**src/rtl/uart_pkg.sv**
```systemverilog
// ----------------------------------------------------------------------------
// uart_pkg
// Definitions shared by the UART receive and transmit sides.
//   - rx_state_t        : receiver FSM state encoding (3 bits)
//   - *_DEFAULT         : default clock, baud and oversampling parameters
//   - calc_tick_div()   : clocks per oversample tick, truncated, never below 1
// ----------------------------------------------------------------------------
package uart_pkg;

    typedef enum logic [2:0] {
        ST_IDLE  = 3'd0,
        ST_START = 3'd1,
        ST_DATA  = 3'd2,
        ST_STOP  = 3'd3,
        ST_BREAK = 3'd4
    } rx_state_t;

    localparam int CLK_FREQ_DEFAULT   = 100_000_000;
    localparam int BAUD_RATE_DEFAULT  = 9_600;
    localparam int OVERSAMPLE_DEFAULT = 16;

    // Truncating divide; clamped to 1 so a too-fast baud still yields a
    // legal counter rather than a zero-length one.
    function automatic int calc_tick_div(input int clk_freq,
                                         input int baud_rate,
                                         input int oversample);
        int div;
        div = clk_freq / (baud_rate * oversample);
        return (div < 1) ? 1 : div;
    endfunction

endpackage

```
**src/rtl/baud_tick_gen.sv**
```systemverilog
// ----------------------------------------------------------------------------
// baud_tick_gen
// Free-running divider producing a one-clock tick at OVERSAMPLE x BAUD_RATE.
// Shared by the UART receiver and transmitter.
// Ports:
//   clk   in  system clock, rising edge
//   rst   in  synchronous active-low reset
//   tick  out one-cycle pulse when the divider wraps
// ----------------------------------------------------------------------------
module baud_tick_gen
    import uart_pkg::*;
#(
    parameter int CLK_FREQ   = CLK_FREQ_DEFAULT,
    parameter int BAUD_RATE  = BAUD_RATE_DEFAULT,
    parameter int OVERSAMPLE = OVERSAMPLE_DEFAULT
) (
    input  logic clk,
    input  logic rst,
    output logic tick
);

    localparam int TICK_DIV = calc_tick_div(CLK_FREQ, BAUD_RATE, OVERSAMPLE);
    localparam int CNT_W    = (TICK_DIV > 1) ? $clog2(TICK_DIV) : 1;
    localparam logic [CNT_W-1:0] CNT_MAX = CNT_W'(TICK_DIV - 1);

    logic [CNT_W-1:0] r_cnt;
    logic [CNT_W-1:0] w_cnt_next;
    logic             w_wrap;

    always_comb begin
        w_wrap     = (r_cnt == CNT_MAX);
        w_cnt_next = w_wrap ? '0 : r_cnt + 1'b1;
    end

    always_ff @(posedge clk) begin
        if (!rst) begin
            r_cnt <= '0;
        end else begin
            r_cnt <= w_cnt_next;
        end
    end

    assign tick = w_wrap;

endmodule

```
**src/rtl/uart_rx_byte.sv**
```systemverilog
// ----------------------------------------------------------------------------
// uart_rx_byte
// 8N1 UART receiver. The asynchronous rx line is synchronised, then sampled
// by an FSM running on a 16x (OVERSAMPLE) baud tick. Start bit is re-checked
// at its middle to reject glitches; data bits and stop bit are sampled one
// full bit period apart from that point, i.e. near their centres.
// Ports:
//   clk        in   system clock, rising edge
//   rst        in   synchronous active-low reset
//   rx         in   asynchronous serial input, idle high
//   rx_data    out  [7:0] last good byte, held until the next good frame
//   rx_done    out  one-cycle strobe, rx_data updated this cycle
//   rx_busy    out  high while a frame is in progress (state != IDLE)
//   frame_err  out  one-cycle strobe, stop bit sampled low
// ----------------------------------------------------------------------------
module uart_rx_byte
    import uart_pkg::*;
#(
    parameter int CLK_FREQ   = CLK_FREQ_DEFAULT,
    parameter int BAUD_RATE  = BAUD_RATE_DEFAULT,
    parameter int OVERSAMPLE = OVERSAMPLE_DEFAULT
) (
    input  logic       clk,
    input  logic       rst,
    input  logic       rx,
    output logic [7:0] rx_data,
    output logic       rx_done,
    output logic       rx_busy,
    output logic       frame_err
);

    localparam int TCNT_W = $clog2(OVERSAMPLE);
    localparam logic [TCNT_W-1:0] TCNT_MID  = TCNT_W'(OVERSAMPLE / 2 - 1);
    localparam logic [TCNT_W-1:0] TCNT_LAST = TCNT_W'(OVERSAMPLE - 1);

    logic w_tick;

    baud_tick_gen #(
        .CLK_FREQ   (CLK_FREQ),
        .BAUD_RATE  (BAUD_RATE),
        .OVERSAMPLE (OVERSAMPLE)
    ) u_tick (
        .clk  (clk),
        .rst  (rst),
        .tick (w_tick)
    );

    // Two-flop synchronizer; r_sync is the only version of rx used below.
    logic r_sync_meta;
    logic r_sync;

    rx_state_t         r_state,    w_state_next;
    logic [TCNT_W-1:0] r_tick_cnt, w_tick_cnt_next;
    logic [2:0]        r_bit_cnt,  w_bit_cnt_next;
    logic [7:0]        r_shift,    w_shift_next;
    logic [7:0]        r_data,     w_data_next;
    logic              r_done,     w_done_next;
    logic              r_ferr,     w_ferr_next;

    always_ff @(posedge clk) begin
        if (!rst) begin
            r_sync_meta <= 1'b1;
            r_sync      <= 1'b1;
            r_state     <= ST_IDLE;
            r_tick_cnt  <= '0;
            r_bit_cnt   <= '0;
            r_shift     <= '0;
            r_data      <= '0;
            r_done      <= 1'b0;
            r_ferr      <= 1'b0;
        end else begin
            r_sync_meta <= rx;
            r_sync      <= r_sync_meta;
            r_state     <= w_state_next;
            r_tick_cnt  <= w_tick_cnt_next;
            r_bit_cnt   <= w_bit_cnt_next;
            r_shift     <= w_shift_next;
            r_data      <= w_data_next;
            r_done      <= w_done_next;
            r_ferr      <= w_ferr_next;
        end
    end

    always_comb begin
        w_state_next    = r_state;
        w_tick_cnt_next = r_tick_cnt;
        w_bit_cnt_next  = r_bit_cnt;
        w_shift_next    = r_shift;
        w_data_next     = r_data;
        w_done_next     = 1'b0;
        w_ferr_next     = 1'b0;

        case (r_state)
            ST_IDLE: begin
                if (w_tick && !r_sync) begin
                    w_state_next    = ST_START;
                    w_tick_cnt_next = '0;
                end
            end

            ST_START: begin
                if (w_tick) begin
                    if (r_tick_cnt == TCNT_MID) begin
                        // Mid start bit: a line that is already high again
                        // was a glitch, so drop back without any strobe.
                        if (!r_sync) begin
                            w_state_next    = ST_DATA;
                            w_tick_cnt_next = '0;
                            w_bit_cnt_next  = '0;
                        end else begin
                            w_state_next    = ST_IDLE;
                        end
                    end else begin
                        w_tick_cnt_next = r_tick_cnt + 1'b1;
                    end
                end
            end

            ST_DATA: begin
                if (w_tick) begin
                    if (r_tick_cnt == TCNT_LAST) begin
                        // LSB arrives first, so shift right and insert at bit 7.
                        w_shift_next    = {r_sync, r_shift[7:1]};
                        w_tick_cnt_next = '0;
                        if (r_bit_cnt == 3'd7) begin
                            w_state_next = ST_STOP;
                        end else begin
                            w_bit_cnt_next = r_bit_cnt + 1'b1;
                        end
                    end else begin
                        w_tick_cnt_next = r_tick_cnt + 1'b1;
                    end
                end
            end

            ST_STOP: begin
                if (w_tick) begin
                    if (r_tick_cnt == TCNT_LAST) begin
                        w_tick_cnt_next = '0;
                        // Leaving at mid stop bit lets an immediately
                        // following start bit be caught.
                        if (r_sync) begin
                            w_data_next  = r_shift;
                            w_done_next  = 1'b1;
                            w_state_next = ST_IDLE;
                        end else begin
                            w_ferr_next  = 1'b1;
                            w_state_next = ST_BREAK;
                        end
                    end else begin
                        w_tick_cnt_next = r_tick_cnt + 1'b1;
                    end
                end
            end

            ST_BREAK: begin
                // A line held low must return high before a new start is seen.
                if (w_tick && r_sync) begin
                    w_state_next = ST_IDLE;
                end
            end

            default: begin
                w_state_next = ST_IDLE;
            end
        endcase
    end

    assign rx_data   = r_data;
    assign rx_done   = r_done;
    assign frame_err = r_ferr;
    assign rx_busy   = (r_state != ST_IDLE);

endmodule

```
**config.mk**
```make
export PLATFORM = sky130hd
export DESIGN_NAME = uart_rx_byte
export DESIGN_NICKNAME = d
export VERILOG_FILES = /design/src/rtl/uart_pkg.sv /design/src/rtl/baud_tick_gen.sv /design/src/rtl/uart_rx_byte.sv
export SDC_FILE = /design/constraint.sdc
export NUM_CORES = 1
export LEC_CHECK = 0
export CAP_MARGIN = 20
export CORE_MARGIN = 2
export CORE_UTILIZATION = 32
export CTS_CLUSTER_DIAMETER = 60
export CTS_CLUSTER_SIZE = 12
export DETAILED_ROUTE_END_ITERATION = 8
export GPL_ROUTABILITY_DRIVEN = 0
export SLEW_MARGIN = 20
export SYNTH_ARGS = -nofsm -noshare
export SYNTH_HDL_FRONTEND = slang
export SYNTH_SLANG_ARGS = --single-unit
export TNS_END_PERCENT = 1
```
**constraint.sdc**
```tcl
create_clock -name clk -period 2.39 [get_ports clk]
set_input_delay 0.3585 -clock clk [delete_from_list [all_inputs] [get_ports clk]]
set_output_delay 0.3585 -clock clk [all_outputs]
set_load 0.01 [all_outputs]
```
# Word-level counts from Yosys, hierarchy flattened
# Cells that the tools add are included.
# op_classes
add_sub_neg	3
mul	0
n_div	0
order_cmp	0
eq_ne	21
shifts	0
muxes	28
bitwise	1
reduce_logical	15
# op_table
op	n
$mux W3	16
$mux W4	6
$ne A2 B2 Y1 const B	11
$pmux W3 S5	1
$pmux W4 S3	1
$add A10 B1 Y10 const B	1
$eq A10 B10 Y1 const B	1
$reduce_and A9 Y1	1
$reduce_and A4 Y1	2
$reduce_and A7 Y1	1
$eq A3 B2 Y1 const B	2
$eq A3 B3 Y1 const B	2
$pmux W3 S2	1
$reduce_bool A3 Y1	2
$reduce_and A5 Y1	1
$add A4 B1 Y4 const B	1
$eq A4 B3 Y1 const B	1
$eq A4 B4 Y1 const B	1
$reduce_or A2 Y1	2
$add A3 B1 Y3 const B	1
$eq A3 B1 Y1 const B	1
$logic_not A3 Y1	1
$ne A3 B3 Y1 const B	1
$reduce_and A3 Y1	1
7 further kinds	9
# word_totals
ff_bits	40
latch_bits	0
mem_bits_rw	0
mem_bits_ro	0
output_inout_bits	11
elab_cells	78
mem_count	0

# Depth between registers and ports, before layout
# depth
ltp_word	5
ltp_mapped	7
ltp_nobuf	7

# Modules after synthesis
# From an unflattened synthesis, not the netlist that was laid out.
# unflattened
hier_cells	201
hier_area_um2	1890.6
# modules_own_cells
mod	instances	cells_each	area_per_inst_um2	seq_area_each_um2
uart_rx_byte	1	151	1428.9	600.6
baud_tick_gen	1	50	461.7	200.2

# Worst setup path after synthesis
# Ideal clock, no wire load.
# synth_timing
kind	flip-flop to flip-flop
startpoint	register r_tick_cnt[0]
endpoint	register r_bit_cnt[0]
setup_ns	0.071
t_arrival_ns	1.892
path_slack_ns	0.427
stages_incl_launch_ff	7
period_less_slack_ns	1.963
path_cell_list	dfxtp_1 -> ha_1 -> nand2_1 -> or4_1 -> o32a_1 -> or4_1 -> a21oi_1
# synth_between
elab_chain_len	3
word_cells_on_any_way	5
cone_classes	4 x eq/ne; 1 x reduce/logical
# synth_rtl
item	line_no	source
start: declaration	uart_rx_byte.sv:53	logic [TCNT_W-1:0] r_tick_cnt, w_tick_cnt_next;
start signal: assignment	uart_rx_byte.sv:75	r_tick_cnt <= w_tick_cnt_next;
$eq A4 B4 Y1 or $eq A4 B3 Y1 (tied branches)	uart_rx_byte.sv:121, uart_rx_byte.sv:103	
$ne A2 B2 Y1 (no line)	--	
$reduce_and A7 Y1 (no line) (*)	--	
end signal: assignment	uart_rx_byte.sv:76	r_bit_cnt <= w_bit_cnt_next;
end: declaration	uart_rx_byte.sv:54	logic [2:0] r_bit_cnt, w_bit_cnt_next;
# Every way passes the cells marked *; elsewhere a longest branch is shown, timed or not.
# A chain may end at the register's enable or synchronous reset.

# Worst setup path after layout
# Ends and elaborated chain as after synthesis.

==> metrics.md <==
| Metric | Value |
|---|---|
| Run status | `finished, final reports clean` |
| Hold Startpoint | `r_sync_meta` |
| R2r startpoint | `r_tick_cnt[0]` |
| Final Max Slew Viols | `0` |
| #FFs+latches synth | `40` |
| Synth top cells by count | `40 x dfxtp_1, 34 x nor2_1, 19 x mux2i_1, 12 x nand2_1, 10 x nand3_1` |
| Antenna violations before repair | `0` |
| PwrDens | `between 600 and 700 mW/mm^2` |
| Grt ovf | `0` |
| Reg-to-reg setup timing slack | `between 0.2 and 0.3 ns` |
| PostCTS Resize Cnt | `0` |
| Post-Syn Nets | `193` |
| Post-synth ARST share | `0` |
| Most common cell in the netlist | `dfxtp_1` |
| Post-Syn Area per Cell | `between 9 and 10 sq um` |
| Starting Density | `0.337` |
| Seq. cell area | `801 sq um` |
| Cts hold-fix bufs | `0` |
| Pleak | `0.773 nW` |
| Setup bufs post-CTS | `0` |
| Crit path DAT | `between 2 and 2.5 ns` |
| Fin crit share | `0.888` |
| DIE HEIGHT | `around 78 microns` |
| Crit. path cell count | `6` |
| Max clock buf depth | `2` |
| CP max-delay cell | `or4_1` |
| Synthesis Warnings | `0` |
| Cell Rows | `26` |
| Number of max-cap violations | `0` |
| Worst-path clk slew | `~0.080 ns` |
| Via density per instance | `roughly 4.8` |
| CP peak stage delay | `0.47 ns` |
| Ports | `14` |
| # DRC | `0` |
| Setup crit start kind | `register` |
| HP Class | `reg -> reg` |
| Fin crit period | `about 2.1 ns` |
| Worst-Margin Slew | `around 0.53 ns` |
| Crit path kind | `reg -> reg` |
| Final WL | `roughly 3300 microns` |
| Die X | `78.1 microns` |
| Vias in the first global route | `1211` |
| Post-route setup TNS | `0 ns` |
| Worst flop-to-flop path endpoint | `r_bit_cnt[0]` |
| Synth-to-Final Area Change | `18.7%` |
| Nets@finish | `210` |
| GRT Overall Usage | `0.115` |
| Hold path depth | `1` |
| WP buf/inv | `0` |
| Largest net degree at the start of global routing | `18` |
| DR vias | `1300` |
| Filler instances | `between 500 and 600` |
| Peak VDD IR | `approximately 0.38 mV` |
| CTS Sinks | `40` |
| Multi-input gate area | `about 900 sq um` |
| Min Hold Slack | `0.414 ns` |
| Clk_lat worst skew | `between 0.2 and 0.3 ns` |
| Post-DRT Antenna Nets | `0` |
| Critical Path, Cell by Cell | `ha_1 > nand2_1 > or4_1 > o32a_1 > or4_1 > a21oi_1` |
| Share of cells above drive strength 1 | `0.0936` |
| Post-synth top area cell | `dfxtp_1` |
| Post-DP HPWL | `2250 microns` |
| Number of enable flip-flop cells after synthesis | `0` |
| Clk root buf | `clkbuf_8` |
| Crit Path Max Fanout | `5` |
| TritonRoute pass-1 iters | `4` |
| Die area | `around 0.006 sq mm` |
| Yosys top cell area share | `0.456` |
| Worst r2r path cells | `6` |
| Critical path endpoint category | `register` |
| Num CTS Buffers | `5` |
| Clock skew | `approximately 0.0047 ns` |
| N_diodes | `0` |
| Seq/Total Area, Yosys | `0.456` |
| I/O Buffers | `13` |
| CP Data Required Time | `roughly 2.6 ns` |
| Top delay family on crit path | `simple AND/OR/NAND/NOR gates` |
| Ranking of synthesized cells by area | `dfxtp_1 46%, mux2i_1 11%, nor2_1 7.3%` |
| Slew margin rel. | `0.647` |
| First-pass GRT wire length | `around 5600 microns` |
| Yosys cell types | `38` |
| CTS HTree Levels | `2` |
| Final hold violations | `0` |
| WL/cell | `around 12 microns` |
| Cell count after synthesis | `~190` |
| Core area | `roughly 0.0052 sq mm` |
| CTS tree | `yes` |
| Worst setup startpoint | `r_tick_cnt[0]` |
| Synth Flop Type | `dfxtp_1` |
| Unrepaired setup endpoints after global routing | `false` |
| CP dominant cell by count | `or4_1` |
| Fmax | `0.471 GHz` |
| Final setup violation count | `0` |
| DR iter-0 viols | `35` |
| WHS Endpoint | `r_sync` |
| Synth Cell Area | `0.00176 sq mm` |
report_power, final:
group	switching, mW	internal (mW)	total (mW)	leakage (nW)
combinational	0.0161	0.0104	0.0265	0.396
sequential	0.00707	0.672	0.679	0.323
clock	0.246	0.309	0.555	0.0541
stage by stage:
| stage | instances | power [mW] | area, sq um | worst slack [ns] | util |
|---|---|---|---|---|---|
| 3_3_place_gp | 265 | 0.721 | 1970 | 0.334 | 0.379 |
| 4_1_cts | 273 | 1.28 | 2080 | 0.279 | 0.400 |
| 2_1_floorplan | 185 | 0.710 | 1760 | 0.427 | - |
| 5_1_grt | 273 | 1.31 | 2080 | 0.137 | 0.400 |
| 3_5_place_dp | 265 | 0.722 | 1970 | 0.295 | 0.379 |
| 6_report | 273 | 1.26 | 2080 | 0.267 | 0.400 |
layer usage:
layer,share of wire,track usage
met4,0.013,0.0474
met3,0.025,0.0345
met5,0,0
met1,0.52,0.156
met2,0.44,0.171
logic make-up (layout without fill, tap and decap cells):
kind of cell / Yosys count / count (layout) / synth area share
and+or+nand+nor: 85 / 85 / 0.265
DFF: 40 / 40 / 0.456
muxes: 19 / 19 / 0.108
AOI/OAI and AO/OA: 18 / 18 / 0.0670
xor gates and xnor gates: 10 / 10 / 0.0499
buffers and inverters: 8 / 26 / 0.0178
adders and majority gates: 5 / 5 / 0.0356
layout by cell type (no fill, tap or decap), types with 4 or more instances in the layout:
master and instances:
a21oi_1 5, and3_1 4, clkbuf_8 5, clkdlybuf4s50_1 13
dfxtp_1 40, ha_1 5, mux2i_1 19, nand2_1 12
nand3_1 10, nor2_1 34, o21ai_0 5, xnor2_1 6
xor2_1 4
flip-flops by register name, indices dropped and copies added (netlist names):
register / flops
frame_err: 1
r_bit_cnt: 3
r_shift: 8
r_state: 3
r_sync: 1
r_sync_meta: 1
r_tick_cnt: 4
rx_data: 8
rx_done: 1
u_tick.r_cnt: 10
layout make-up:
cell class	count	share of cell area
clock inverter	3	0.0204
tap	70	0.0420
multi-input combinational	137	0.443
inverter	2	0.00360
sequential	40	0.384
timing repair buffer	16	0.0733
clock buffer	5	0.0330
how the worst max path moves through the flow:
stage	slack, ns	endpoint
after floorplan	0.43	r_bit_cnt[0]
after global placement	0.33	r_bit_cnt[0]
after detailed placement	0.30	r_bit_cnt[0]
after CTS	0.28	r_bit_cnt[0]
after global routing	0.14	r_bit_cnt[0]
final	0.27	r_bit_cnt[0]
(Power assumes the default switching activity.)
